--- src/rtl/ro_puf_seq_ctrl_if.sv ---
// Handshake bundle between host/test logic, the PUF sequencer and the RO counter block.
// The sequencer takes the slave side; the host/counter model takes the master side.
interface ro_puf_seq_ctrl_if #(
    parameter int SIG_BITS = 128
);
    localparam int IDX_W = $clog2(SIG_BITS);

    logic                start;
    logic                abort;
    logic [1:0]          counter_ctrl_state;
    logic                cmp_bit;
    logic                roen;
    logic                ctr_clr;
    logic [IDX_W-1:0]    pair_sel;
    logic                busy;
    logic                done;
    logic                err;
    logic [SIG_BITS-1:0] sig;

    modport master (
        output start, abort, counter_ctrl_state, cmp_bit,
        input  roen, ctr_clr, pair_sel, busy, done, err, sig
    );

    modport slave (
        input  start, abort, counter_ctrl_state, cmp_bit,
        output roen, ctr_clr, pair_sel, busy, done, err, sig
    );
endinterface

--- src/rtl/ro_puf_seq_ctrl.sv ---
// Ring-oscillator PUF sequencer: walks SIG_BITS RO pairs through settle/evaluate phases,
// collects comparator bits into a signature register, with timeout, abort and done pulse.
module ro_puf_seq_ctrl #(
    parameter int SIG_BITS      = 128,
    parameter int SETTLE_CYCLES = 4,
    parameter int TIMEOUT       = 1024
) (
    input  logic               clk,
    input  logic               rst,
    ro_puf_seq_ctrl_if.slave   bus
);
    localparam int IDX_W = $clog2(SIG_BITS);
    localparam int TMO_W = $clog2(TIMEOUT);
    localparam int STL_W = (SETTLE_CYCLES > 1) ? $clog2(SETTLE_CYCLES) : 1;

    localparam logic [IDX_W-1:0] LAST_IDX   = IDX_W'(SIG_BITS - 1);
    localparam logic [TMO_W-1:0] TMO_LAST   = TMO_W'(TIMEOUT - 1);
    localparam logic [STL_W-1:0] SETTLE_END = STL_W'(SETTLE_CYCLES - 1);

    typedef enum logic [1:0] {
        S_IDLE   = 2'd0,
        S_SETTLE = 2'd1,
        S_EVAL   = 2'd2,
        S_DONE   = 2'd3
    } state_t;

    state_t              r_state;
    logic [STL_W-1:0]    r_settle_tmr;
    logic [TMO_W-1:0]    r_eval_tmr;
    logic [IDX_W-1:0]    r_pair_sel;
    logic [SIG_BITS-1:0] r_sig;
    logic                r_roen;
    logic                r_ctr_clr;
    logic                r_busy;
    logic                r_done;
    logic                r_err;

    logic w_cmp_done;
    logic w_timeout;
    logic w_last_pair;

    assign w_cmp_done  = (bus.counter_ctrl_state == 2'b11);
    assign w_timeout   = (r_eval_tmr == TMO_LAST);
    assign w_last_pair = (r_pair_sel == LAST_IDX);

    always_ff @(posedge clk) begin
        if (rst) begin
            r_state      <= S_IDLE;
            r_settle_tmr <= '0;
            r_eval_tmr   <= '0;
            r_pair_sel   <= '0;
            r_sig        <= '0;
            r_roen       <= 1'b0;
            r_ctr_clr    <= 1'b0;
            r_busy       <= 1'b0;
            r_done       <= 1'b0;
            r_err        <= 1'b0;
        end else begin
            r_done <= 1'b0;
            case (r_state)
                S_IDLE: begin
                    if (bus.start) begin
                        r_state      <= S_SETTLE;
                        r_sig        <= '0;
                        r_err        <= 1'b0;
                        r_pair_sel   <= '0;
                        r_settle_tmr <= '0;
                        r_busy       <= 1'b1;
                        r_ctr_clr    <= 1'b1;
                        r_roen       <= 1'b0;
                    end
                end

                S_SETTLE: begin
                    if (bus.abort) begin
                        r_state   <= S_IDLE;
                        r_busy    <= 1'b0;
                        r_roen    <= 1'b0;
                        r_ctr_clr <= 1'b0;
                    end else if (r_settle_tmr == SETTLE_END) begin
                        r_state    <= S_EVAL;
                        r_eval_tmr <= '0;
                        r_roen     <= 1'b1;
                        r_ctr_clr  <= 1'b0;
                    end else begin
                        r_settle_tmr <= r_settle_tmr + 1'b1;
                    end
                end

                S_EVAL: begin
                    if (bus.abort) begin
                        r_state   <= S_IDLE;
                        r_busy    <= 1'b0;
                        r_roen    <= 1'b0;
                        r_ctr_clr <= 1'b0;
                    end else if (w_cmp_done || w_timeout) begin
                        // A completion arriving on the timeout cycle still counts as a real result
                        r_sig[r_pair_sel] <= w_cmp_done ? bus.cmp_bit : 1'b0;
                        if (!w_cmp_done) begin
                            r_err <= 1'b1;
                        end
                        r_roen <= 1'b0;
                        if (w_last_pair) begin
                            r_state <= S_DONE;
                            r_done  <= 1'b1;
                            r_busy  <= 1'b0;
                        end else begin
                            r_state      <= S_SETTLE;
                            r_pair_sel   <= r_pair_sel + 1'b1;
                            r_settle_tmr <= '0;
                            r_ctr_clr    <= 1'b1;
                        end
                    end else begin
                        r_eval_tmr <= r_eval_tmr + 1'b1;
                    end
                end

                S_DONE: begin
                    r_state <= S_IDLE;
                end

                default: begin
                    r_state   <= S_IDLE;
                    r_busy    <= 1'b0;
                    r_roen    <= 1'b0;
                    r_ctr_clr <= 1'b0;
                end
            endcase
        end
    end

    assign bus.roen     = r_roen;
    assign bus.ctr_clr  = r_ctr_clr;
    assign bus.pair_sel = r_pair_sel;
    assign bus.busy     = r_busy;
    assign bus.done     = r_done;
    assign bus.err      = r_err;
    assign bus.sig      = r_sig;
endmodule

--- src/flat_wrapper.sv ---
// flat-port wrapper written by rule: the top's interface ports become plain ports
module ro_puf_seq_ctrl_flat 
#(
    parameter int SIG_BITS      = 128,
    parameter int SETTLE_CYCLES = 4,
    parameter int TIMEOUT       = 1024
)
  (clk, rst, bus_start, bus_abort, bus_counter_ctrl_state, bus_cmp_bit, bus_roen, bus_ctr_clr, bus_pair_sel, bus_busy, bus_done, bus_err, bus_sig);
  ro_puf_seq_ctrl_if #(.SIG_BITS(SIG_BITS)) bus_i ();
  input  logic clk;
  input  logic rst;
  input wire logic [$bits(bus_i.start)-1:0] bus_start;
  input wire logic [$bits(bus_i.abort)-1:0] bus_abort;
  input wire logic [$bits(bus_i.counter_ctrl_state)-1:0] bus_counter_ctrl_state;
  input wire logic [$bits(bus_i.cmp_bit)-1:0] bus_cmp_bit;
  output wire logic [$bits(bus_i.roen)-1:0] bus_roen;
  output wire logic [$bits(bus_i.ctr_clr)-1:0] bus_ctr_clr;
  output wire logic [$bits(bus_i.pair_sel)-1:0] bus_pair_sel;
  output wire logic [$bits(bus_i.busy)-1:0] bus_busy;
  output wire logic [$bits(bus_i.done)-1:0] bus_done;
  output wire logic [$bits(bus_i.err)-1:0] bus_err;
  output wire logic [$bits(bus_i.sig)-1:0] bus_sig;
  assign bus_i.start = bus_start;
  assign bus_i.abort = bus_abort;
  assign bus_i.counter_ctrl_state = bus_counter_ctrl_state;
  assign bus_i.cmp_bit = bus_cmp_bit;
  assign bus_roen = bus_i.roen;
  assign bus_ctr_clr = bus_i.ctr_clr;
  assign bus_pair_sel = bus_i.pair_sel;
  assign bus_busy = bus_i.busy;
  assign bus_done = bus_i.done;
  assign bus_err = bus_i.err;
  assign bus_sig = bus_i.sig;
  ro_puf_seq_ctrl #(.SIG_BITS(SIG_BITS), .SETTLE_CYCLES(SETTLE_CYCLES), .TIMEOUT(TIMEOUT)) u_core (.clk(clk), .rst(rst), .bus(bus_i));
endmodule
--- config.mk ---
export PLATFORM = sky130hd
export DESIGN_NAME = ro_puf_seq_ctrl_flat
export DESIGN_NICKNAME = d
export VERILOG_FILES = /design/src/rtl/ro_puf_seq_ctrl_if.sv /design/src/rtl/ro_puf_seq_ctrl.sv /design/src/flat_wrapper.sv
export SDC_FILE = /design/constraint.sdc
export NUM_CORES = 1
export LEC_CHECK = 0
export CORE_ASPECT_RATIO = 0.8
export CORE_MARGIN = 4
export CORE_UTILIZATION = 47
export CTS_CLUSTER_SIZE = 14
export DETAILED_ROUTE_END_ITERATION = 16
export GPL_ROUTABILITY_DRIVEN = 0
export PLACE_DENSITY = 0.73
export SLEW_MARGIN = 20
export SYNTH_ARGS = -nofsm -noshare
export SYNTH_HDL_FRONTEND = slang
export SYNTH_SLANG_ARGS = --single-unit
--- constraint.sdc ---
create_clock -name clk -period 2.4 [get_ports clk]
set_input_delay 0.6 -clock clk [delete_from_list [all_inputs] [get_ports clk]]
set_output_delay 0.6 -clock clk [all_outputs]
set_load 0.01 [all_outputs]
# After elaboration in Yosys (flattened, before gate mapping)
# Cells that the tools add are included.
# classes
n_lt_le_gt_ge	2
n_eq_ne	21
addsub	3
bitwise	2
n_reduce_logical	16
muxes	55
# ops
operator	n
2-to-1 mux 128 bit	3
one-hot mux 128 bit (2 select lines)	1
bitwise mux 128 bit	1
2-to-1 mux 10 bit	4
2-to-1 mux 7 bit	4
AND reduction 5 bit	5
2-to-1 mux 2 bit	12
2-to-1 mux 1 bit	21
one-hot mux 10 bit (2 select lines)	1
!= test 2 bit (second input constant)	8
one-hot mux 7 bit (2 select lines)	1
adder 10 x 1 -> 10 bit (second input constant)	1
equality test 10 bit (second input constant)	1
!= test 3 x 2 -> 1 bit (second input constant)	3
one-hot mux 1 bit (3 select lines)	3
equality test 2 bit (second input constant)	4
less-than comparator 7 x 8 -> 1 bit (second input constant)	1
one-hot mux 2 bit (4 select lines)	1
AND reduction 4 bit	2
adder 7 x 1 -> 7 bit (second input constant)	1
demux 1 bit (select 7 bit)	1
equality test 7 bit (second input constant)	1
>= comparator 7 x 1 -> 1 bit (second input constant)	1
AND reduction 7 bit	1
14 further kinds	17
# totals
ff_bits	154
in_bits	7

# Depth between registers and ports, before layout
# Gate-level depths: netlist of run 1.
# depth
depth_word	8
mapped_depth	9

# Worst setup path before layout of run 1
# Ideal clock, no wire load.
# synth_path
kind	register to register
startpoint	reg u_core.r_state[0]
endpoint	reg u_core.r_sig[57], in the netlist u_core.bus.sig[57]
path_slack_ps	469
t_required_ps	2330
arrival_time_ps	1861
path_stages_with_launch	10
period_less_slack_ps	1931
path_cell_list	dfxtp_1 inv_1 ha_1 nor2b_1 buf_4 buf_6 nor4b_4 buf_4 nand2_1 a21oi_1
# synth_between
elab_chain_cells	3
# synth_rtl
item	line	source
from (decl)	ro_puf_seq_ctrl.sv:27	state_t r_state;
from (signal assigned)	ro_puf_seq_ctrl.sv:48	r_state <= S_IDLE;
from (signal assigned)	ro_puf_seq_ctrl.sv:63	r_state <= S_SETTLE;
from (signal assigned)	ro_puf_seq_ctrl.sv:76	r_state <= S_IDLE;
equality test 2 bit or logical NOT 2 bit (tied branches)	ro_puf_seq_ctrl.sv:60	case (r_state)
!= test 2 x 1 -> 1 bit (no line), or another cell as far along	--	
AND reduction 4 bit (no line)	--	
to (signal, indexed assignment)	ro_puf_seq_ctrl.sv:98	r_sig[r_pair_sel] <= w_cmp_done ? bus.cmp_bit : 1'b0;
to (decl)	ro_puf_seq_ctrl.sv:31	logic [SIG_BITS-1:0] r_sig;
# Several ways; a longest one is shown, not always the timed one.
# A chain may end at the register's enable or synchronous reset.

# Worst setup path after layout of run 1
# layout_path
startpoint	reg u_core.r_pair_sel[5], in the netlist u_core.bus.pair_sel[5]
endpoint	out bus_pair_sel[5]
# layout_lines
item	line	source
from (decl)	ro_puf_seq_ctrl.sv:30	logic [IDX_W-1:0] r_pair_sel;
from (signal assigned)	ro_puf_seq_ctrl.sv:109	r_pair_sel <= r_pair_sel + 1'b1;
to (decl)	flat_wrapper.sv:18	output wire logic [$bits(bus_i.pair_sel)-1:0] bus_pair_sel;
# No word-level cell between the ends.

==> reports/qor.yml, run 1 <==
power.switching_mw: 1.547
dr.first_iter.drc_count: 1068
die_w_um: 155.2
path_class: "reg -> out"
synth_area_mm2: 0.008152
synthAdderAreaFrac: 0.01228
cts_setup_buffers: 0
wl_met2_um: 11800
routed_wl_um: 26380
synth_top_family_by_area: "compound AO/OA/AOI/OAI gates"
ys_seq_area_frac: 0.3782
finalNonFillerCells: 1350
first_pass_iters: 6
clock-root-buffer: "clkbuf_16"
n_antenna_cell: 0
power_density_mw_per_mm2: 544.3
cts_tree: "built"
ir_drop_uv: 571.0
p_leak_nw: 3.956
first_global_vias: 7577
crit_chain: "clkdlybuf4s50_1"
min-delay-path-class: "reg -> reg"
skew_ns: 0.01753
antenna_found_initial: 0
worst_pin_slew_ns: 0.7735
required_ns: 1.80
grt_max_degree: 85
pwr-share-clk: 0.453
yosys.cell_types.count: 61
place_area_mm2: 0.01012
synth_most_common_cell: "a21oi_1"
yosys.area_share.simple: 0.1936
cp.arrival_ns: 1.67
synthCells: 998
p_int_mw: 4.273
area_growth_pct: 31.19
synth-seq-cells: 154
relSlewSlack: 0.4822
yosys.area.top_type: "dfxtp_1"
synthTopCellsByArea: "dfxtp_1, a21oi_1, o31ai_1, nand2_1, nor4b_4"
syn_avg_cell_area_um2: 8.168
ys_top_cells_by_count: "a21oi_1, dfxtp_1, nand2_1"
drc: 0
dp_cells: 1318
min_period_over_period: 0.9457
ctsHtreeMaxLevel: 4
final_cell_area_mm2: 0.01069
synth-xor-area-share: 0
status: "complete, no violations"
ys_warn_count: 0
synth-async-reset-ratio: 0
cp_slowest_stage_delay_ns: 0.66
die_y_um: 125.8
combinationalPowerShare: 0.104
syn-num-nets: 1013
final_util: 0.6379
clk_pin_slew_ns: 0.06
synth_mux_area_frac: 0.01120
setup_viol: 0
rsz0062_at_grt: "no"
cts_buffers: 17
drive_above_1_share: 0.1319
row_count: 42
start_kind: "register"
synthDominantCellAreaShare: 0.3782
wl_per_cell_um: 19.54
hold_viol: 0
post_drt_via_cell_ratio: 6.154
die_area_mm2: 0.01953
critPathTopFamily: "buffers and inverters"
met3_wirelength_um: 2360
ioPinCount: 147
max_cap_violations: 0
fmax_mhz: 440.6
place_hpwl_um: 17110
initial_core_util: 0.4863
critPathSlowestCell: "clkdlybuf4s50_1"
synth_edf_count: 0
fin_nets: 1132
synth-compound-area-share: 0.3228
clock_latency_ns: 0.44
cts.path.max_buffers: 2
grt_overflow: 0
clock_sinks: 154
crit_buf_inv: 1
routedLengthMet1_um: 11710
holdWs_ns: 0.4651
endpoint_kind: "output pin"
fin_crit_ns: 2.270
swShare: 0.2659
cp_max_fo: 10
grt_pass1_wl_um: 41860
gr-usage-all-layers: 0.2622
slew_viol_final: 0
portBuffers: 146
core_area_mm2: 0.01676
synthFlopType: "dfxtp_1"
dr.max_layer_used: "met4"
vias: 8308
p_seq_frac: 0.443
ant_nets: 0
[cells by family after synthesis]
| kind of cell | Yosys count |
|---|---|
| fa+ha+maj | 8 |
| mux | 9 |
| simple gates | 259 |
| compound gates | 432 |
| flops | 154 |
| buf+inv | 136 |
[repair_timing]
action	CTS	global route
hold buffers	0	0
hold endpoints to repair	0	0
endpoints found under the setup margin	0	6
resized for setup	0	2
[final cells by class]
type	instances	area, um2
fillers	1414	6070
multi-input cells	708	4438
flip-flops and latches	154	3083
repair buffers	227	2292
clock buffers	20	456.7
well taps	220	275.3
clock inverters	12	112.6
inverters	9	36.28
[routing by layer]
layer	vias up	track usage
met3	41	0.05418
met1	3952	0.3752
met4	0	0.08698
li1	3929	-
met5	-	0
met2	386	0.3953
[power by group through the flow]
stage	Combinational, mW	Clock, mW	Sequential, mW
2_1_floorplan	0.363	0	2.64
3_3_place_gp	0.589	0	2.64
3_5_place_dp	0.592	0	2.64
4_1_cts	0.595	2.66	2.58
5_1_grt	0.647	2.78	2.58
6_report	0.604	2.64	2.58
[cells in the final DEF, fill, tap and decap left out, drive strengths merged, types with 4 or more instances in the layout]
| cell | netlist | layout |
|---|---|---|
| o21ai | 6 | 6 |
| nand2b | 4 | 4 |
| ha | 8 | 8 |
| clkdlybuf4s50 | 0 | 145 |
| a211oi | 7 | 7 |
| clkbuf | 65 | 20 |
| and4b | 4 | 4 |
| and4 | 5 | 5 |
| clkinv | 0 | 4 |
| nand4 | 10 | 10 |
| a31oi | 10 | 10 |
| nor4b | 12 | 12 |
| nor2 | 9 | 9 |
| nor3 | 6 | 6 |
| inv | 9 | 14 |
| buf | 62 | 82 |
| nand2 | 143 | 143 |
| nor3b | 4 | 4 |
| nand3 | 20 | 20 |
| dfxtp | 154 | 154 |
| o31ai | 129 | 129 |
| mux2i | 8 | 8 |
| a311oi | 5 | 5 |
| nand3b | 5 | 5 |
| and3 | 5 | 5 |
| nor4 | 8 | 8 |
| nor2b | 5 | 5 |
| a41oi | 4 | 4 |
| a21oi | 254 | 254 |
| or3 | 4 | 4 |
[stage by stage]
| stage | power, mW | worst slack (ns) | TNS [ns] |
|---|---|---|---|
| 6_report | 5.820 | 0.1304 | 0 |
| 5_1_grt | 6.013 | 0.01346 | 0 |
| 4_1_cts | 5.831 | 0.1140 | 0 |
| 3_5_place_dp | 3.229 | -0.1076 | -4.441 |
| 3_3_place_gp | 3.226 | -0.04825 | -1.260 |
| 2_1_floorplan | 3.002 | 0.4685 | 0 |
[flip-flops by register name (all words and copies together), names as in the netlist]
signal	count
u_core.bus.pair_sel	7
u_core.r_state	2
u_core.bus.done	1
u_core.bus.busy	1
u_core.bus.err	1
u_core.bus.ctr_clr	1
u_core.r_eval_tmr	10
u_core.bus.sig	128
u_core.bus.roen	1
u_core.r_settle_tmr	2
[path summary, 6_finish.rpt]
path / startpoint / to / slack (ns) / depth (start not counted)
setup reg to reg: u_core.r_state[1]$_SDFFE_PP0P_ / u_core.bus.sig[15]$_SDFFE_PP0P_ / 0.15 / 7
hold reg to reg: u_core.bus.sig[73]$_SDFFE_PP0P_ / u_core.bus.sig[73]$_SDFFE_PP0P_ / 0.47 / 2
hold / removal: u_core.bus.sig[73]$_SDFFE_PP0P_ / u_core.bus.sig[73]$_SDFFE_PP0P_ / 0.47 / 2
setup / recovery: u_core.bus.pair_sel[5]$_SDFFE_PP0P_ / bus_pair_sel[5] / 0.13 / 1
Note: power is estimated with default switching activity, not from simulation.
==> run 2: changes to the inputs <==
==> constraint.sdc (replaced) <==
create_clock -name clk -period 2.4 [get_ports clk]
set_input_delay 0.48 -clock clk [delete_from_list [all_inputs] [get_ports clk]]
set_output_delay 0.48 -clock clk [all_outputs]
set_load 0.01 [all_outputs]
==> reports/qor.yml, run 2 (synthesis gave the netlist of run 1 again) <==
grt_overflow: 0
layout_setup_ws_ns: 0.1343
ant_nets: 0
portBuffers: 146
max_cap_violations: 0
fin_nets: 1129
n_antenna_cell: 0
cts_setup_buffers: 0
cts_tree: "built"
grt_pass1_wl_um: 42060
dp_cells: 1315
critical_path.startpoint: "u_core.r_state[1]$_SDFFE_PP0P_"
first_global_vias: 7595
drc: 0
holdPathEnd: "u_core.r_eval_tmr[7]$_SDFFE_PP0P_"
crit_buf_inv: 2
core_area_mm2: 0.01676
clock_sinks: 154
min-delay-path-class: "in -> reg"
place_hpwl_um: 17040
holdWs_ns: 0.4572
clock-root-buffer: "clkbuf_16"
dp_slack_ns: -0.0004718
critPathSlowestCell: "nor4b_4"
finalNonFillerCells: 1347
endpoint_kind: "register"
largest_reg_flops: 128
critPathTopFamily: "simple AND/OR/NAND/NOR gates"
wl_per_cell_um: 19.67
rsz0062_at_grt: "no"
hold_start: "rst"
cts.path.max_buffers: 2
hold_viol: 0
cp_slowest_stage_delay_ns: 0.79
ir_drop_uv: 455.0
ctsHoldBuffers: 0
vias: 8397
grt_max_degree: 98
fmax_mhz: 441.4
required_ns: 2.75
worst_pin_slew_ns: 0.8606
routed_wl_um: 26490
r2r_start: "u_core.r_state[1]$_SDFFE_PP0P_"
reg2reg_depth: 7
die_w_um: 155.2
post_drt_via_cell_ratio: 6.234
clk_pin_slew_ns: 0.07
initial_core_util: 0.4863
antenna_found_initial: 0
ctsHtreeMaxLevel: 4
crit_chain: "inv_1, ha_1, nor2b_2, buf_12, nor4b_4, nand2_1, a21oi_1"
reg2reg_setup_slack_ns: 0.13
total_power_mw: 6.064
row_count: 42
setup_viol: 0
die_area_mm2: 0.01953
relSlewSlack: 0.4239
dr.first_iter.drc_count: 879
power_density_mw_per_mm2: 566.9
die_y_um: 125.8
path_class: "reg -> reg"
slew_viol_final: 0
final_common_cell: "a21oi_1"
area_growth_pct: 31.22
p_leak_nw: 3.964
gr-usage-all-layers: 0.2617
fillers: 1440
cp_max_fo: 16
first_pass_iters: 5
final_cell_mix: "a21oi_1, dfxtp_1, clkdlybuf4s50_1, nand2_1, o31ai_1"
cts_buffers: 17
start_kind: "register"
r2r_end: "u_core.bus.sig[39]$_SDFFE_PP0P_"
ioPinCount: 147
status: "complete, no violations"
fin_crit_ns: 2.266
clock_latency_ns: 0.43
cp.arrival_ns: 2.61
min_period_over_period: 0.9441
hold_depth: 4
drive_above_1_share: 0.1287
skew_ns: 0.009961
[run 2: changes by cell type in the layout (fill, tap and decap cells not counted), sizes merged]
cell      change
clkinv        +3
bufinv        +3
buf           -3
clkinvlp      -2
clkbuf        -2
inv           -2
[run 2: worst min-delay path, stage by stage]
cell      delay [ns]
buf_4           0.10
inv_1           0.11
nand2_1         0.11
a311oi_1        0.05
[run 2: metal layers]
metal | track usage | vias up | share of wire
met4 | 0.08955 | 0 | 0.023
met2 | 0.3831 | 462 | 0.44
met5 | 0 | - | 0
li1 | - | 3915 | -
met3 | 0.04424 | 51 | 0.089
met1 | 0.3892 | 3969 | 0.45
[run 2: worst max-delay path by stage]
| stage | to | slack, ns | depth (start not counted) |
|---|---|---|---|
| after floorplan | u_core.bus.sig[57]$_SDFFE_PP0P_ | 0.47 | 9 |
| after global placement | u_core.bus.sig[111]$_SDFFE_PP0P_ | 0.02 | 6 |
| after detailed placement | u_core.bus.sig[39]$_SDFFE_PP0P_ | -0.0005 | 6 |
| after CTS | u_core.bus.sig[47]$_SDFFE_PP0P_ | 0.14 | 7 |
| after global routing | u_core.bus.sig[87]$_SDFFE_PP0P_ | 0.03 | 7 |
| final | u_core.bus.sig[39]$_SDFFE_PP0P_ | 0.13 | 7 |
[run 2: final cells by class]
type,instances,area [um2],area share
Clock buffer,18,429.2,0.04012
Clock inverter,14,192.7,0.01801
Inverter,9,36.28,0.003392
Multi-Input combinational cell,708,4436,0.4147
Sequential cell,154,3083,0.2882
Tap cell,220,275.3,0.02573
Timing Repair Buffer,224,2245,0.2098
[run 2: what timing repair did]
item / 4_1_cts / 5_1_grt
gates resized for setup: 0 / 1
setup endpoints to repair: 0 / 2
hold endpoints to repair: 0 / 0
[run 2: power by group]
part           internal, mW  total [mW]  switching, mW  leakage [nW]
clock                  1.75        2.88           1.13         0.309
sequential             2.57        2.58         0.0102          1.24
combinational         0.203       0.602          0.400          2.41
total                  4.52        6.06           1.54          3.96
[run 2: stage by stage]
step	utilization	TNS, ns	cell area (um2)
floorplan	-	0	8152
global route	0.6381	0	10700
detailed placement	0.6007	-0.0004718	10070
CTS	0.6378	0	10690
global placement	0.6007	0	10070
finish	0.6381	0	10700
